==> src/rtl/morse_player.sv <==
// morse_player: latches a pattern of 2-bit Morse symbols and plays it with unit timing.
// Optional MORSE_REPEAT_EN adds the rpt input and a word gap before each automatic replay.
module morse_player #(
  parameter int NSYM        = 5,
  parameter int UNIT_CYCLES = 12500000
) (
  input  logic                                      clk,
  input  logic                                      reset,
  input  logic                                      start,
  input  logic [2*NSYM-1:0]                         pattern,
`ifdef MORSE_REPEAT_EN
  input  logic                                      rpt,
`endif
  output logic                                      busy,
  output logic                                      done,
  output logic                                      tone_on,
  output logic                                      short,
  output logic                                      long,
  output logic [(NSYM > 1 ? $clog2(NSYM) : 1)-1:0]  sym_idx
);
  localparam int IW = NSYM > 1 ? $clog2(NSYM) : 1;
  localparam int JW = $clog2(NSYM + 1);
  localparam int CW = $clog2(7 * UNIT_CYCLES + 1);
  localparam logic [CW-1:0] C1 = CW'(UNIT_CYCLES - 1);
  localparam logic [CW-1:0] C2 = CW'(2 * UNIT_CYCLES - 1);
  localparam logic [CW-1:0] C3 = CW'(3 * UNIT_CYCLES - 1);
`ifdef MORSE_REPEAT_EN
  localparam logic [CW-1:0] C6 = CW'(6 * UNIT_CYCLES - 1);
  typedef enum logic [2:0] {IDLE, TONE, GAP, SPACE, WORD} state_t;
`else
  typedef enum logic [1:0] {IDLE, TONE, GAP, SPACE} state_t;
`endif

  state_t            state_q, state_d, end_st;
  logic [CW-1:0]     cnt_q, cnt_d, end_cnt;
  logic [JW-1:0]     idx_q, idx_d, fidx;
  logic [2*NSYM-1:0] shadow_q, shadow_d, src;
  logic              busy_q, busy_d, done_q, done_d, tone_q, tone_d;
  logic              short_q, short_d, long_q, long_d;
  logic              wrap, silent, restart, fetch;
  logic [1:0]        sym;

  always_comb begin
`ifdef MORSE_REPEAT_EN
    restart = state_q == WORD;
    silent  = state_q == GAP || state_q == SPACE || state_q == WORD;
`else
    restart = 1'b0;
    silent  = state_q == GAP || state_q == SPACE;
`endif
    src   = state_q == IDLE ? pattern : shadow_q;
    fidx  = (state_q == IDLE || restart) ? '0 : idx_q + JW'(1);
    // Shifting past the last slot yields 00, so idx == NSYM reads as end of pattern.
    sym   = 2'(src >> {fidx, 1'b0});
    fetch = (state_q == IDLE && start) || (silent && cnt_q == '0);
`ifdef MORSE_REPEAT_EN
    wrap    = rpt && fidx != '0;
    end_st  = wrap ? WORD : IDLE;
    end_cnt = wrap ? C6 : '0;
`else
    wrap    = 1'b0;
    end_st  = IDLE;
    end_cnt = '0;
`endif
    state_d  = state_q;
    cnt_d    = cnt_q != '0 ? cnt_q - CW'(1) : cnt_q;
    idx_d    = idx_q;
    shadow_d = state_q == IDLE && start ? pattern : shadow_q;
    busy_d   = busy_q;
    done_d   = 1'b0;
    short_d  = short_q;
    long_d   = long_q;
    if (state_q == TONE && cnt_q == '0) begin
      state_d = GAP;
      cnt_d   = C1;
      short_d = 1'b0;
      long_d  = 1'b0;
    end
    if (fetch) begin
      idx_d   = sym == 2'b00 ? '0 : fidx;
      short_d = sym == 2'b01;
      long_d  = sym == 2'b10;
      state_d = sym == 2'b00 ? end_st : sym == 2'b11 ? SPACE : TONE;
      cnt_d   = sym == 2'b01 ? C1 : sym == 2'b10 ? C3 : sym == 2'b11 ? C2 : end_cnt;
      busy_d  = sym != 2'b00 || wrap;
      done_d  = sym == 2'b00 && !wrap;
    end
    tone_d = short_d | long_d;
  end

  always_ff @(posedge clk or negedge reset) begin
    if (!reset) begin
      state_q  <= IDLE;
      cnt_q    <= '0;
      idx_q    <= '0;
      shadow_q <= '0;
      busy_q   <= 1'b0;
      done_q   <= 1'b0;
      tone_q   <= 1'b0;
      short_q  <= 1'b0;
      long_q   <= 1'b0;
    end else begin
      state_q  <= state_d;
      cnt_q    <= cnt_d;
      idx_q    <= idx_d;
      shadow_q <= shadow_d;
      busy_q   <= busy_d;
      done_q   <= done_d;
      tone_q   <= tone_d;
      short_q  <= short_d;
      long_q   <= long_d;
    end
  end

  assign busy    = busy_q;
  assign done    = done_q;
  assign tone_on = tone_q;
  assign short   = short_q;
  assign long    = long_q;
  assign sym_idx = IW'(idx_q);
endmodule

==> config.mk <==
export PLATFORM = sky130hd
export DESIGN_NAME = morse_player
export DESIGN_NICKNAME = d
export VERILOG_FILES = /design/src/rtl/morse_player.sv
export SDC_FILE = /design/constraint.sdc
export NUM_CORES = 1
export LEC_CHECK = 0
export ABC_CLOCK_PERIOD_IN_PS = 3500
export BUFFER_PORTS_ARGS = -buffer_cell sky130_fd_sc_hd__buf_4
export CORE_MARGIN = 5
export CORE_UTILIZATION = 51
export CTS_BUF_LIST = sky130_fd_sc_hd__clkbuf_4 sky130_fd_sc_hd__clkbuf_8
export CTS_CLUSTER_SIZE = 25
export DETAILED_ROUTE_END_ITERATION = 12
export HOLD_SLACK_MARGIN = 0.06
export PLACE_DENSITY_LB_ADDON = 0.2
export SYNTH_ARGS = -nofsm -noshare
export SYNTH_HDL_FRONTEND = slang
export SYNTH_SLANG_ARGS = --single-unit
==> constraint.sdc <==
create_clock -name clk -period 3.5 [get_ports clk]
set_clock_uncertainty 0.2 [all_clocks]
set_input_delay 0.7 -clock clk [delete_from_list [all_inputs] [get_ports clk]]
set_output_delay 0.7 -clock clk [all_outputs]
set_load 0.02 [all_outputs]
* Word-level counts from Yosys, hierarchy flattened *
Index checks and enable logic that the tools add are counted.

storage, ports and cells
  register bits after elaboration = 47
  latch bits = 0
  RAM bits = 0
  bits in read-only memories = 0
  input port bits = 13
  output and inout bits = 8
  word-level logic and storage cells = 49
  memories = 0

cells by class
  add/subtract/negate cells = 2
  $mul = 0
  divide/modulo/power cells = 0
  magnitude comparators = 0
  equal/unequal tests = 6
  shift operators = 1
  mux-type cells = 18
  bitwise gates (word level) = 1
  reductions and logical operators = 12

operators with widths
  cell                     count
  $mux W27                 3
  $mux W26                 2
  $logic_not A27 Y1        1
  $reduce_bool A27 Y1      1
  $sub A27 B1 Y27 const B  1
  $mux W25                 1
  $mux W10                 1
  $shr A10 B4 Y2           1
  $eq A2 B2 Y1 const B     4
  $mux W2                  4
  $mux W3                  2
  $mux W1                  5
  $eq A2 B1 Y1 const B     2
  $logic_not A2 Y1         2
  $reduce_bool A2 Y1       2
  $add A3 B1 Y3 const B    1
  $logic_and A1 B1 Y1      3
  $reduce_bool A3 Y1       1
  $logic_or A1 B1 Y1       2
  $or A1 B1 Y1             1

* Depth between registers and ports, before layout *
  depth after elaboration = 8
  depth in mapped cells = 10
  gate-level depth less buffers = 10

* Worst setup path before layout *
No wires, ideal clock.

  path type = register -> register
  from = register idx_q[0], in the netlist sym_idx[0]
  to = register idx_q[2], in the netlist sym_idx[2]
  setup time = 0.129 ns
  arrival = 2.325 ns
  data required time = 3.171 ns
  path slack = 0.846 ns
  stages on the path, launching flop included = 11
  path buffers = 0
  clock period less this slack = 2.654 ns
  path through = dfrtp_1 ha_1 mux4_2 nor2b_1 a31oi_1 o21ai_0 inv_1 ha_1 nor3_1 o21ai_0 o41ai_1

on the way
  word-level cells in the longest chain between the ends = 5

ends and longest elaborated chain
  element                 line  RTL
  from (decl)             36    logic [JW-1:0] idx_q, idx_d, fidx;
  from (signal assigned)  105   idx_q <= idx_d;
  $add A3 B1 Y3 (*)       52    fidx = (state_q == IDLE || restart) ? '0 : idx_q + JW'(1);
  $mux W3 (*)             52
  $shr A10 B4 Y2          54    sym = 2'(src >> {fidx, 1'b0});
  $logic_not A2 Y1        80    idx_d = sym == 2'b00 ? '0 : fidx;
  $mux W3 (*)             80

Every way passes the cells marked *; elsewhere a longest branch is shown, timed or not.
A chain may end at the register's enable or synchronous reset.

* Final worst setup path *
  from = register idx_q[0], in the netlist sym_idx[0]
  to = register cnt_q[20]

on the way
  word-level cells in the longest chain between the ends = 8
  elaborated cells on any way between the ends = 10
  classes of those cells = 1 x add/sub; 3 x eq/ne; 1 x shift; 5 x mux

ends and longest elaborated chain
  element               line  RTL
  $add A3 B1 Y3 (*)     52
  $mux W3 (*)           52
  $shr A10 B4 Y2 (*)    54
  $eq A2 B2 Y1          84    cnt_d = sym == 2'b01 ? C1 : sym == 2'b10 ? C3 : sym == 2'b11 ? C2 : end_cnt;
  $mux W25              84
  $mux W26              84
  $mux W26 (*)          84
  $mux W27 (*)          79    if (fetch) begin
  to (signal assigned)  104   cnt_q <= cnt_d;
  to (decl)             35    logic [CW-1:0] cnt_q, cnt_d, end_cnt;

Marked as above.

==> results.cfg <==
[clocking]
post_cts_buffers = 0
cts_max_level = 2
hold_buffers = 0
cts_root_buffer = clkbuf_8
clkTransAtPathRegs_ps = 90
cts_buffer_depth = 2
cts.sinks = 47
cts_buffers = 5
cts_resized = 0
cts_tree = done
clk_latency_ps = 300

[worst_hold_path]
hp-class = in2async

[sta]
setup_viol = 0
worst_slack_ps = 544
hold_viol = 0
worst_pin_slew_ps = 704
fmax_mhz = 338
final_max_slew_viol_count = 0
timing.final.crit_share_pct = 84.5
timing.hold.ws_ps = 196
fin_crit_ps = 2960
rsz0062_at_grt = false
slew_headroom_pct = 52.6
finalSetupTns_ps = 0

[floorplan]
initial_core_util_pct = 51.9
rows = 26
num_io_pins = 21
core_sq_mm = 0.00504
die_y_um = 81.6
die_w_um = 81.6
dieArea_sq_mm = 0.00666

[placed_design]
place_ws_ps = 534
dp_cells = 331
dp_hpwl_mm = 3.88
io_buffers = 20
gp_congestion = 0.853

[global_routing]
grt-ovfl-total = 0
antenna_found_initial = 0
grt_pass1_wl_mm = 9.18
grtUsageTotal_pct = 18.3
grt_pass1_vias = 1813
grt_max_degree = 48

[finish]
final_common_cell = dfrtp_1
area_growth_pct = 12.3
drive_above_1_share_pct = 23.8
finalNetCount = 288
stdcell_count = 339
antenna_cells = 0
layout_common_cells = dfrtp_1, buf_4, nand2_1

[job]
cap_violations = 0

[yosys]
synth_cells = 244
synth_ff_type = dfrtp_1
async_flop_share_pct = 100
synth_edf_count = 0
syn-num-nets = 264
yosys_warnings = 0
yosysSeqAreaShare_pct = 45.0
ys_ff_latch = 47
synth.distinct_cells = 54
avgSynthCellArea_sq_um = 10.7
syn_area_sq_mm = 0.00262

[detailed_routing]
wirelength_mm = 5.52
ant_nets = 0
vias_per_cell = 5.74
dr.pass1.iters = 4
via_count = 1945
drtIter0Drc = 160
wl_per_cell_um = 16.3
drc = 0

[power]
ir_drop_mv = 0.180
p_leak_nw = 1.22
power_density_mw_per_mm2 = 469

[critical_path]
worstPathArrival_ps = 2910
regToRegSetupSlack_ps = 540
cp.required_ps = 3450
critPathCaptureType = register
critPathKind = reg2reg
cp_max_fo = 10
worst_setup_path_start_kind = register

[run_status]
outcome = completed
## routing by layer
metal  GRT usage, %  vias to the layer above  part of all wire, %
li1               -                      925                    -
met1           26.6                      977                   49
met2           27.4                       38                   46
met3           3.62                        5                  3.5
met4           5.98                        0                  1.3
met5              0                        -                    0
## final cells by class
| type | instances | area (sq um) |
|---|---|---|
| clock inverters | 2 | 35.0 |
| fillers | 460 | 2100 |
| flip-flops and latches | 47 | 1180 |
| multi-input cells | 185 | 1350 |
| well taps | 70 | 87.6 |
| inverters | 3 | 11.3 |
| clock buffers | 6 | 82.6 |
| repair buffers | 26 | 195 |
## synthesized netlist by cell type (all sizes together), types with 2 or more instances
library cell,instances,share of area [%]
mux2,10,4.3
ha,7,3.3
nor4,12,3.7
clkbuf,3,0.81
nand2,21,3.1
o21ai,18,3.9
or3,3,0.77
o31ai,2,1.6
a21oi,16,3.1
buf,6,2.2
nand4b,2,0.67
dfrtp,47,45
and2,5,1.2
mux2i,2,1.2
o31a,3,1.0
nor2b,3,0.72
a221oi,2,0.91
or4,3,1.3
or2,3,0.72
nand3b,4,1.1
nand3,4,0.77
nor2,16,2.3
xnor2,17,5.7
nor3,8,1.7
nand2b,2,0.48
xor2,5,1.7
nand4,3,1.3
a21o,3,0.86
inv,3,0.43
## report_power, final
part | switching, mW | internal (mW)
combinational | 0.121 | 0.134
sequential | 0.0905 | 0.612
clock | 0.187 | 0.231
## final timing paths
| path | from | to | cells after the start |
|---|---|---|---|
| setup reg to reg | sym_idx[0] | cnt_q[20] | 9 |
| setup / recovery | sym_idx[0] | cnt_q[20] | 9 |
| hold / removal | reset | busy | 1 |
| max in group asynchronous | reset | cnt_q[13] | 1 |
| min in group clk | busy | busy | 2 |
| hold reg to reg | busy | busy | 2 |
## per-stage QoR
step / power [mW] / instance area, sq um / utilization [%]
6_report: 1.38 / 2940 / 58.3
3_5_place_dp: 0.965 / 2820 / 55.9
2_1_floorplan: 0.880 / 2620 / -
4_1_cts: 1.39 / 2940 / 58.3
5_1_grt: 1.45 / 2940 / 58.3
3_3_place_gp: 0.963 / 2820 / 55.9
## flip-flops by register name, indices dropped and copies added (netlist names)
register,cells
sym_idx,3
shadow_q,10
short,1
state_q,2
done,1
tone_on,1
busy,1
cnt_q,27
long,1
## worst max-delay path: stages (launching register included)
cell and delay, ps:
dfrtp_1 480, ha_1 410, mux4_2 500, nor2b_1 140, a31oi_1 130, o21ai_0 170
inv_1 140, ha_1 170, a21o_1 370, a21oi_1 90
## cell families (layout without fill, tap and decap cells)
group / after synthesis / after routing / synth area share (%)
AND/OR/NAND/NOR: 91 / 91 / 20.6
AO/OA/AOI/OAI: 52 / 52 / 13.9
flip-flops: 47 / 47 / 45.0
XOR/XNOR: 22 / 22 / 7.36
multiplexers: 13 / 13 / 6.41
buffers and inverters: 12 / 37 / 3.44
adder cells (fa/ha/maj): 7 / 7 / 3.35
Power figures use the tool's default switching activity.
